File: src/rtl/dvp_pattern_tx_pkg.sv
// Shared types and RGB565 constants for the DVP test-pattern transmitter.
package dvp_pattern_tx_pkg;

  typedef enum logic [2:0] {
    ST_IDLE,
    ST_VSYNC,
    ST_VBACK,
    ST_ACTIVE,
    ST_VFRONT
  } state_e;

  typedef enum logic [1:0] {
    PAT_BARS  = 2'd0,
    PAT_GREY  = 2'd1,
    PAT_CHECK = 2'd2,
    PAT_ADDR  = 2'd3
  } pattern_e;

  localparam logic [15:0] RGB_WHITE   = 16'hFFFF;
  localparam logic [15:0] RGB_YELLOW  = 16'hFFE0;
  localparam logic [15:0] RGB_CYAN    = 16'h07FF;
  localparam logic [15:0] RGB_GREEN   = 16'h07E0;
  localparam logic [15:0] RGB_MAGENTA = 16'hF81F;
  localparam logic [15:0] RGB_RED     = 16'hF800;
  localparam logic [15:0] RGB_BLUE    = 16'h001F;
  localparam logic [15:0] RGB_BLACK   = 16'h0000;

  function automatic logic [15:0] bar_color(input logic [2:0] idx);
    logic [15:0] c;
    case (idx)
      3'd0:    c = RGB_WHITE;
      3'd1:    c = RGB_YELLOW;
      3'd2:    c = RGB_CYAN;
      3'd3:    c = RGB_GREEN;
      3'd4:    c = RGB_MAGENTA;
      3'd5:    c = RGB_RED;
      3'd6:    c = RGB_BLUE;
      default: c = RGB_BLACK;
    endcase
    return c;
  endfunction

endpackage

File: src/rtl/dvp_pattern_tx_if.sv
// DVP camera bus: frame sync, line valid and byte data.
interface dvp_pattern_tx_if;
  logic       VSYNC;
  logic       HREF;
  logic [7:0] DATA;

  modport master (output VSYNC, output HREF, output DATA);
  modport slave  (input  VSYNC, input  HREF, input  DATA);
endinterface

File: src/rtl/dvp_pattern_tx_pixel_gen.sv
// RGB565 pixel generator with one register stage; loads on i_load.
module dvp_pattern_tx_pixel_gen
  import dvp_pattern_tx_pkg::*;
(
  input  logic        i_clk,
  input  logic        i_rst,
  input  logic        i_load,
  input  pattern_e    i_pat,
  input  logic [7:2]  i_x,
  input  logic        i_y5,
  input  logic [2:0]  i_bar,
  input  logic [15:0] i_addr,
  input  logic        i_frame_lsb,
  output logic [15:0] o_pixel
);

  logic [15:0] w_pixel;
  logic [15:0] r_pixel;

  always_comb begin
    w_pixel = '0;
    case (i_pat)
      PAT_BARS:  w_pixel = bar_color(i_bar);
      PAT_GREY:  w_pixel = {i_x[7:3], i_x[7:2], i_x[7:3]};
      PAT_CHECK: w_pixel = (i_x[5] ^ i_y5 ^ i_frame_lsb) ? '1 : '0;
      PAT_ADDR:  w_pixel = i_addr;
    endcase
  end

  always_ff @(posedge i_clk or posedge i_rst) begin
    if (i_rst) begin
      r_pixel <= '0;
    end else if (i_load) begin
      r_pixel <= w_pixel;
    end
  end

  assign o_pixel = r_pixel;

endmodule

File: src/rtl/dvp_pattern_tx.sv
// OV5640-style DVP transmitter: RGB565 test frames on VSYNC/HREF/DATA,
// one byte per CLK, two bytes per pixel, all outputs registered.
module dvp_pattern_tx
  import dvp_pattern_tx_pkg::*;
#(
  parameter int unsigned H_ACTIVE    = 640,
  parameter int unsigned V_ACTIVE    = 480,
  parameter int unsigned H_BLANK     = 144,
  parameter int unsigned VSYNC_LINES = 4,
  parameter int unsigned V_BACK      = 16,
  parameter int unsigned V_FRONT     = 8
) (
  input  logic              CLK,
  input  logic              RESET,
  input  logic              EN_TX,
  input  logic [1:0]        PATTERN_SEL,
  dvp_pattern_tx_if.master  dvp,
  output logic              FRAME_DONE,
  output logic [15:0]       FRAME_CNT
);

  localparam logic [15:0] XB_LAST     = 16'(2 * H_ACTIVE + H_BLANK - 1);
  localparam logic [15:0] XB_ACT      = 16'(2 * H_ACTIVE);
  localparam logic [15:0] XB_ACT_LAST = 16'(2 * H_ACTIVE - 1);
  localparam logic [15:0] VS_LAST     = 16'(VSYNC_LINES - 1);
  localparam logic [15:0] VB_LAST     = 16'(V_BACK - 1);
  localparam logic [15:0] VA_LAST     = 16'(V_ACTIVE - 1);
  localparam logic [15:0] VF_LAST     = 16'(V_FRONT - 1);
  localparam logic [15:0] PX_LAST     = 16'(H_ACTIVE - 1);
  localparam logic [15:0] BAR_LAST    = 16'(H_ACTIVE / 8 - 1);

  state_e      r_state;
  logic [15:0] r_xb;
  logic [15:0] r_line;
  pattern_e    r_pat;
  logic [15:0] r_px;
  logic [15:0] r_ay;
  logic [2:0]  r_bar;
  logic [15:0] r_bar_cnt;
  logic [15:0] r_addr;
  logic        r_vsync;
  logic        r_href;
  logic [7:0]  r_data;
  logic        r_frame_done;
  logic [15:0] r_frame_cnt;

  logic        w_line_end;
  logic        w_active_byte;
  logic        w_next_active_line;
  logic        w_load;
  logic        w_frame_start;
  logic [15:0] w_pixel;

  assign w_line_end    = (r_xb == XB_LAST);
  assign w_active_byte = (r_state == ST_ACTIVE) && (r_xb < XB_ACT);
  assign w_next_active_line = w_line_end &&
      (((r_state == ST_VBACK) && (r_line == VB_LAST)) ||
       ((r_state == ST_ACTIVE) && (r_line != VA_LAST)));
  // The pixel register is loaded one byte ahead of its first (high) byte:
  // on every odd active byte except the last, and on the cycle before an active line.
  assign w_load = (w_active_byte && r_xb[0] && (r_xb != XB_ACT_LAST)) || w_next_active_line;
  assign w_frame_start = ((r_state == ST_IDLE) && EN_TX) ||
      ((r_state == ST_VFRONT) && w_line_end && (r_line == VF_LAST) && EN_TX);

  dvp_pattern_tx_pixel_gen u_pixel_gen (
    .i_clk       (CLK),
    .i_rst       (RESET),
    .i_load      (w_load),
    .i_pat       (r_pat),
    .i_x         (r_px[7:2]),
    .i_y5        (r_ay[5]),
    .i_bar       (r_bar),
    .i_addr      (r_addr),
    .i_frame_lsb (r_frame_cnt[0]),
    .o_pixel     (w_pixel)
  );

  always_ff @(posedge CLK or posedge RESET) begin
    if (RESET) begin
      r_state      <= ST_IDLE;
      r_xb         <= '0;
      r_line       <= '0;
      r_pat        <= PAT_BARS;
      r_px         <= '0;
      r_ay         <= '0;
      r_bar        <= '0;
      r_bar_cnt    <= '0;
      r_addr       <= '0;
      r_vsync      <= 1'b0;
      r_href       <= 1'b0;
      r_data       <= '0;
      r_frame_done <= 1'b0;
      r_frame_cnt  <= '0;
    end else begin
      r_vsync      <= (r_state == ST_VSYNC);
      r_href       <= w_active_byte;
      r_data       <= w_active_byte ? (r_xb[0] ? w_pixel[7:0] : w_pixel[15:8]) : '0;
      r_frame_done <= 1'b0;

      if (w_frame_start) begin
        r_pat     <= pattern_e'(PATTERN_SEL);
        r_px      <= '0;
        r_ay      <= '0;
        r_bar     <= '0;
        r_bar_cnt <= '0;
        r_addr    <= '0;
      end else if (w_load) begin
        r_addr <= r_addr + 16'd1;
        if (r_px == PX_LAST) begin
          r_px      <= '0;
          r_bar     <= '0;
          r_bar_cnt <= '0;
          r_ay      <= r_ay + 16'd1;
        end else begin
          r_px <= r_px + 16'd1;
          if (r_bar_cnt == BAR_LAST) begin
            r_bar_cnt <= '0;
            r_bar     <= r_bar + 3'd1;
          end else begin
            r_bar_cnt <= r_bar_cnt + 16'd1;
          end
        end
      end

      if (r_state == ST_IDLE) begin
        if (EN_TX) begin
          r_state <= ST_VSYNC;
          r_xb    <= '0;
          r_line  <= '0;
        end
      end else if (!w_line_end) begin
        r_xb <= r_xb + 16'd1;
      end else begin
        r_xb   <= '0;
        r_line <= r_line + 16'd1;
        case (r_state)
          ST_VSYNC: if (r_line == VS_LAST) begin
            r_state <= ST_VBACK;
            r_line  <= '0;
          end
          ST_VBACK: if (r_line == VB_LAST) begin
            r_state <= ST_ACTIVE;
            r_line  <= '0;
          end
          ST_ACTIVE: if (r_line == VA_LAST) begin
            r_state <= ST_VFRONT;
            r_line  <= '0;
          end
          ST_VFRONT: if (r_line == VF_LAST) begin
            r_line       <= '0;
            r_frame_done <= 1'b1;
            r_frame_cnt  <= r_frame_cnt + 16'd1;
            r_state      <= EN_TX ? ST_VSYNC : ST_IDLE;
          end
          default: r_state <= ST_IDLE;
        endcase
      end
    end
  end

  assign dvp.VSYNC  = r_vsync;
  assign dvp.HREF   = r_href;
  assign dvp.DATA   = r_data;
  assign FRAME_DONE = r_frame_done;
  assign FRAME_CNT  = r_frame_cnt;

endmodule

File: src/flat_wrapper.sv
// flat-port wrapper written by rule: the top's interface ports become plain ports
module dvp_pattern_tx_flat import dvp_pattern_tx_pkg::*;
#(
  parameter int unsigned H_ACTIVE    = 640,
  parameter int unsigned V_ACTIVE    = 480,
  parameter int unsigned H_BLANK     = 144,
  parameter int unsigned VSYNC_LINES = 4,
  parameter int unsigned V_BACK      = 16,
  parameter int unsigned V_FRONT     = 8
)
  (CLK, RESET, EN_TX, PATTERN_SEL, FRAME_DONE, FRAME_CNT, dvp_VSYNC, dvp_HREF, dvp_DATA);
  dvp_pattern_tx_if dvp_i ();
  input  logic CLK;
  input  logic RESET;
  input  logic EN_TX;
  input  logic [1:0] PATTERN_SEL;
  output logic FRAME_DONE;
  output logic [15:0] FRAME_CNT;
  output wire logic [$bits(dvp_i.VSYNC)-1:0] dvp_VSYNC;
  output wire logic [$bits(dvp_i.HREF)-1:0] dvp_HREF;
  output wire logic [$bits(dvp_i.DATA)-1:0] dvp_DATA;
  assign dvp_VSYNC = dvp_i.VSYNC;
  assign dvp_HREF = dvp_i.HREF;
  assign dvp_DATA = dvp_i.DATA;
  dvp_pattern_tx #(.H_ACTIVE(H_ACTIVE), .V_ACTIVE(V_ACTIVE), .H_BLANK(H_BLANK), .VSYNC_LINES(VSYNC_LINES), .V_BACK(V_BACK), .V_FRONT(V_FRONT)) u_core (.CLK(CLK), .RESET(RESET), .EN_TX(EN_TX), .PATTERN_SEL(PATTERN_SEL), .dvp(dvp_i), .FRAME_DONE(FRAME_DONE), .FRAME_CNT(FRAME_CNT));
endmodule
File: config.mk
export PLATFORM = sky130hd
export DESIGN_NAME = dvp_pattern_tx_flat
export DESIGN_NICKNAME = d
export VERILOG_FILES = /design/src/rtl/dvp_pattern_tx_pkg.sv /design/src/rtl/dvp_pattern_tx_if.sv /design/src/rtl/dvp_pattern_tx_pixel_gen.sv /design/src/rtl/dvp_pattern_tx.sv /design/src/flat_wrapper.sv
export SDC_FILE = /design/constraint.sdc
export NUM_CORES = 1
export LEC_CHECK = 0
export ABC_AREA = 1
export CAP_MARGIN = 20
export CORE_MARGIN = 3
export CORE_UTILIZATION = 43
export DETAILED_ROUTE_END_ITERATION = 10
export GPL_TIMING_DRIVEN = 0
export PLACE_DENSITY = 0.7
export SLEW_MARGIN = 20
export SYNTH_ARGS = -nofsm -noshare
export SYNTH_HDL_FRONTEND = slang
export SYNTH_SLANG_ARGS = --single-unit
File: constraint.sdc
create_clock -name CLK -period 4.6 [get_ports CLK]
set_input_delay 0.92 -clock CLK [delete_from_list [all_inputs] [get_ports CLK]]
set_output_delay 0.92 -clock CLK [all_outputs]
set_load 0.01 [all_outputs]
==> results.yml, run 1 <==
status:
  outcome: "finished clean"
sta:
  max_slew.worst_pin.slew_ps: 696
  rsz0062_at_grt: "false"
  fmax_ghz: 0.408
  fin_tns_setup_ps: 0
  finalMaxSlewViolations: 0
  setup_viol: 0
  clock_skew_ps: 8.35
  fin_crit_sh_pct: 53.3
  holdWs_ps: 475
  post-route-min-period_ps: 2450
  slew_headroom_pct: 53.1
  hold_viol_final: 0
yosys:
  ys_seq_area_share_pct: 41.9
  synth_cell_types: 42
  synth_cells: 1126
  synth_edf_count: 0
  synth_flop_cell: "dfrtp_1"
  syn_nets: 1143
  syn_area_per_cell_um2: 7.26
  yosysMostFrequentCell: "nand2_1"
  yosys.area.top_type_share_pct: 41.9
  async_flop_share_pct: 100
  synth_seq_cells: 137
  yosysWarnings: 0
  syn-cell-area_um2: 8180
  synth.area.top_cells: "dfrtp_1 (42%), nand2_1 (15%), nor2_1 (7.8%)"
  synth_common_cells: "nand2_1 (322), nor2_1 (171), dfrtp_1 (137)"
  yosysTopAreaCell: "dfrtp_1"
worst_setup_path:
  path_cells: "ha_1, nand2_1, nor2_1, nand3_1, clkinv_1, buf_1, nor2_1, nand3_1, nand2_1"
  crit_path_start_kind: "flop"
  critPathRequiredTime_ps: 4920
  crit_arrival_ps: 2770
  path_delay_family: "simple AND/OR/NAND/NOR gates"
  end_kind: "flop"
  slowest_delay_ps: 530
  cp_max_fo: 10
  worst-path-buf-inv: 2
  critical_path_class: "flop to flop"
  slowest_stage: "buf_1"
placement:
  dp_hpwl_um: 14400
  port_buffers: 31
  routabilityCongestion: 0.904
  dpl-instance-area_um2: 8810
clocking:
  cts_hold_buf: 0
  cts_setup_buffers: 0
  cts_resized: 0
  clk_path_buf_depth: 2
  worstSkewPairLatency_ps: 420
  path_clk_slew_ps: 60
  numCtsBuffers: 17
  ctsHtreeMaxLevel: 4
  cts_tree: "done"
  cts-root-buf: "clkbuf_16"
  cts.sinks: 137
global_routing:
  grt_max_degree: 105
  antenna_found_initial: 0
  grt_pass1_wl_um: 33700
  grt_usage_pct: 20.2
  grt_overflow: 0
  grt_pass1_vias: 6816
hold_path:
  min_path_type: "flop to flop"
cells_and_area:
  antenna_cells: 0
  drive_above_1_share_pct: 6.55
  area_growth_pct: 15.5
  n_fill_cell: 1725
  finalInstanceArea_um2: 9450
  nets: 1194
drt:
  drt_iter0_drc: 617
  wirelength_um: 20100
  ant_nets: 0
  routedWlPerCell_um: 14.2
  vias_per_cell: 5.22
  remaining_drc_errors: 0
  dr.pass1.iters: 6
  vias: 7412
die:
  ios: 32
  fp.dieH_um: 144
  rows: 49
  coreArea_um2: 18300
  start_util_pct: 44.6
  die_w_um: 144
  die_area_um2: 20700
power:
  ir_drop_uv: 209
  cellPowerDensity_nw_per_um2: 458
  finalPower_mw: 4.33
  power.leakage_nw: 4.51
flow_run:
  maxCapViolCount: 0
final timing paths:
kind	from	to	slack, ps	depth (start not counted)
max in group asynchronous	RESET	u_core.r_px[15]	2940	3
worst max-delay path	u_core.r_px[0]	u_core.r_bar_cnt[4]	2150	9
worst min register to register	u_core.r_bar[2]	u_core.r_bar[2]	470	2
worst max register to register	u_core.r_px[0]	u_core.r_bar_cnt[4]	2150	9
worst min-delay path	u_core.r_bar[2]	u_core.r_bar[2]	470	2
min in group asynchronous	RESET	u_core.r_line[9]	860	2
power by group:
part,switching [mW],internal (mW)
Clock,0.549,0.925
Combinational,0.898,0.416
Sequential,0.160,1.38
layout make-up:
| type | count | area (um2) | share of cell area (%) |
|---|---|---|---|
| repair buffers | 32 | 338 | 3.58 |
| flip-flops and latches | 137 | 3430 | 36.3 |
| well taps | 229 | 287 | 3.03 |
| clock inverters | 14 | 198 | 2.09 |
| plain buffers | 31 | 214 | 2.26 |
| inverters | 111 | 427 | 4.52 |
| multi-input cells | 847 | 4120 | 43.6 |
| clock buffers | 18 | 439 | 4.65 |
layer usage:
layer | track usage [%] | up-vias | share of wire (%)
met5 | 0 | - | 0
met4 | 5.50 | 0 | 1.5
met3 | 3.83 | 23 | 3.9
met2 | 33.0 | 153 | 47
met1 | 27.6 | 3499 | 48
li1 | - | 3737 | -
state kept, by name (all words and copies together) (netlist names), 6 cells and up:
| name | count |
|---|---|
| u_core.r_addr | 16 |
| u_core.u_pixel_gen.o_pixel | 16 |
| u_core.FRAME_CNT | 16 |
| u_core.dvp.DATA | 8 |
| u_core.r_px | 16 |
| u_core.r_ay | 6 |
| u_core.r_xb | 16 |
| u_core.r_line | 16 |
| u_core.r_bar_cnt | 16 |
layout by cell type (no fill, tap or decap), drive strengths merged, types with 11 or more instances in the layout:
cell / instances
nor2: 177
nand2: 327
clkdlybuf4s50: 31
nor3: 30
dfrtp: 137
buf: 24
a21oi: 11
clkbuf: 26
inv: 111
nand3: 105
nand4: 48
o21ai: 47
ha: 12
xor2: 51
kinds of logic (layout without fill, tap and decap cells):
group	Yosys count	in the layout	share of synthesized area, %
and+or+nand+nor	702	702	37.0
muxes	1	1	0.138
adders and majority gates	12	12	1.84
DFF	137	137	41.9
AOI/OAI and AO/OA	75	75	5.26
buffers and inverters	142	206	7.74
xor gates and xnor gates	57	57	6.10
worst register-to-register path, cell delays in order (launching register included):
cell and delay (ps):
dfrtp_1 390, ha_1 170, nand2_1 80, nor2_1 320, nand3_1 330, clkinv_1 260, buf_1 530, nor2_1 110
nand3_1 90, nand2_1 60
through the flow:
step / cells / utilization, % / setup slack [ps]
floorplan: 1126 / - / 12.2
global placement: 1386 / 47.9 / -2050
detailed placement: 1387 / 48.1 / 1780
CTS: 1419 / 51.5 / 2140
global route: 1419 / 51.5 / 1960
finish: 1419 / 51.5 / 2150
Note: power is estimated with default switching activity, not from simulation.
==> run 2, diff against run 1 <==
- PLACE_DENSITY: 0.7 -> 0.68
- clock period: 4.6 -> 2.42 ns (I/O delays scaled with it)
==> run 2 against run 1 <==
Compared with the run above:
- total power increased by 85%
- cell count is 0.21% higher
- via count about the same
- global-route usage rose by 0.32 points
- routed wire length is 0.52% lower
- clock-buffer cell count rose by 3
- sequential share of layout area about the same
- fmax up 10%
- flip-flop and latch count did not move
- critical path depth increased by 1
- first-iteration DRC count is 15% lower
- largest cell class unchanged
==> results.yml, run 2 (same netlist as run 1, synthesis figures left out) <==
drt:
  routedWlPerCell_um: 14.1
  ant_nets: 0
  vias: 7411
  remaining_drc_errors: 0
  dr.pass1.iters: 5
  drt_iter0_drc: 526
  vias_per_cell: 5.21
  wirelength_um: 20000
worst_setup_path:
  crit_path_start_kind: "flop"
  path_delay_family: "simple AND/OR/NAND/NOR gates"
  end_kind: "flop"
  slowest_stage: "dfrtp_2"
  worstReg2RegStart: "u_core.r_xb[0]"
  startpoint: "u_core.r_xb[0]"
  critPathRequiredTime_ps: 2760
  critical_path_class: "flop to flop"
  r2r_setup_slack_ps: 200
  path_cells: "ha_1, nand2_1, nor2_4, nand3_2, nor2_4, nor2_2, nor2_2, buf_4, nand4_1, o21ai_0"
  slowest_delay_ps: 440
  worst-path-buf-inv: 1
  crit_arrival_ps: 2560
  cp_max_fo: 10
sta:
  holdWs_ps: 479
  post-route-min-period_ps: 2220
  clock_skew_ps: 8.43
  setup_viol: 0
  fin_tns_setup_ps: 0
  fmax_ghz: 0.451
  slew_headroom_pct: 52.0
  fin_ws_ps: 202
  fin_crit_sh_pct: 91.6
  finalMaxSlewViolations: 0
  hold_viol_final: 0
  max_slew.worst_pin.slew_ps: 712
die:
  start_util_pct: 44.6
  die_w_um: 144
  die_area_um2: 20700
  ios: 32
  rows: 49
  coreArea_um2: 18300
  fp.dieH_um: 144
power:
  ir_drop_uv: 422
  cellPowerDensity_nw_per_um2: 846
  power.leakage_nw: 4.52
clocking:
  cts-root-buf: "clkbuf_16"
  cts.sinks: 137
  cts_resized: 0
  path_clk_slew_ps: 60
  cts_hold_buf: 0
  cts_setup_buffers: 0
  clk_path_buf_depth: 2
  worstSkewPairLatency_ps: 420
  numCtsBuffers: 17
  ctsHtreeMaxLevel: 4
  cts_tree: "done"
global_routing:
  grt_usage_pct: 20.5
  grt_max_degree: 34
  grt_overflow: 0
  antenna_found_initial: 0
  grt_pass1_wl_um: 34300
  grt_pass1_vias: 7011
cells_and_area:
  final_common_cell: "nand2_1"
  finalInstanceArea_um2: 9460
  area_growth_pct: 15.7
  drive_above_1_share_pct: 7.38
  layout_common_cells: "nand2_1 (322), nor2_1 (170), dfrtp_1 (136), inv_1 (108), nand3_1 (103)"
  fin_cells: 1422
  antenna_cells: 0
  nets: 1197
placement:
  dp_hpwl_um: 14600
  dpl-instance-area_um2: 8860
  dp_slack_ps: 74.2
  dp_cells: 1390
  port_buffers: 31
  routabilityCongestion: 0.900
status:
  outcome: "finished clean"
flow_run:
  maxCapViolCount: 0
hold_path:
  min_path_type: "primary input to asynchronous set/reset pin"
## run 2: cell types whose count changed in the layout (fill, tap and decap cells not counted), sizes merged
| cell | change |
|---|---|
| buf | +1 |
| bufinv | -2 |
| inv | -1 |
| clkbuf | +5 |
## run 2: area by class of cell
type	count	area (um2)
clock inverter	11	120
clock buffer	21	470
tap	229	287
timing repair buffer	35	390
sequential	137	3430
inverter	111	423
multi-input combinational	847	4120
fill	1758	8870
buffer	31	220
## run 2: per-stage QoR
stage	total power, mW	utilization [%]
6_report	8.01	51.6
3_3_place_gp	5.39	47.9
2_1_floorplan	4.64	-
3_5_place_dp	5.43	48.3
4_1_cts	8.05	51.5
5_1_grt	8.52	51.6
## run 2: worst register-to-register path: cells and delay by family (launching register included)
family	cells	cell delay [ps]
AO/OA/AOI/OAI	1	110
flip-flops	1	440
adder cells (fa/ha/maj)	1	230
AND/OR/NAND/NOR	7	1120
buffers and inverters	1	250
## run 2: worst paths after layout
check	to	cells after the start
hold reg to reg	u_core.r_bar[2]	2
setup reg to reg	u_core.r_line[10]	10
min in group CLK	u_core.r_bar[2]	2
hold / removal	u_core.r_line[13]	2
max in group asynchronous	u_core.dvp.DATA[6]	4
setup / recovery	u_core.r_line[10]	10
## run 2: per-layer routing
layer	GRT usage [%]	vias to the layer above	part of all wire, %
li1	-	3755	-
met3	3.69	26	3.9
met2	33.5	167	46
met4	6.39	0	2.0
met5	0	-	0
met1	27.8	3463	48
## run 2: where the power goes
group          total (mW)  internal (mW)  switching (mW)
Sequential           2.93           2.63           0.299
Combinational        2.49          0.802            1.68
Clock                2.59           1.60           0.996
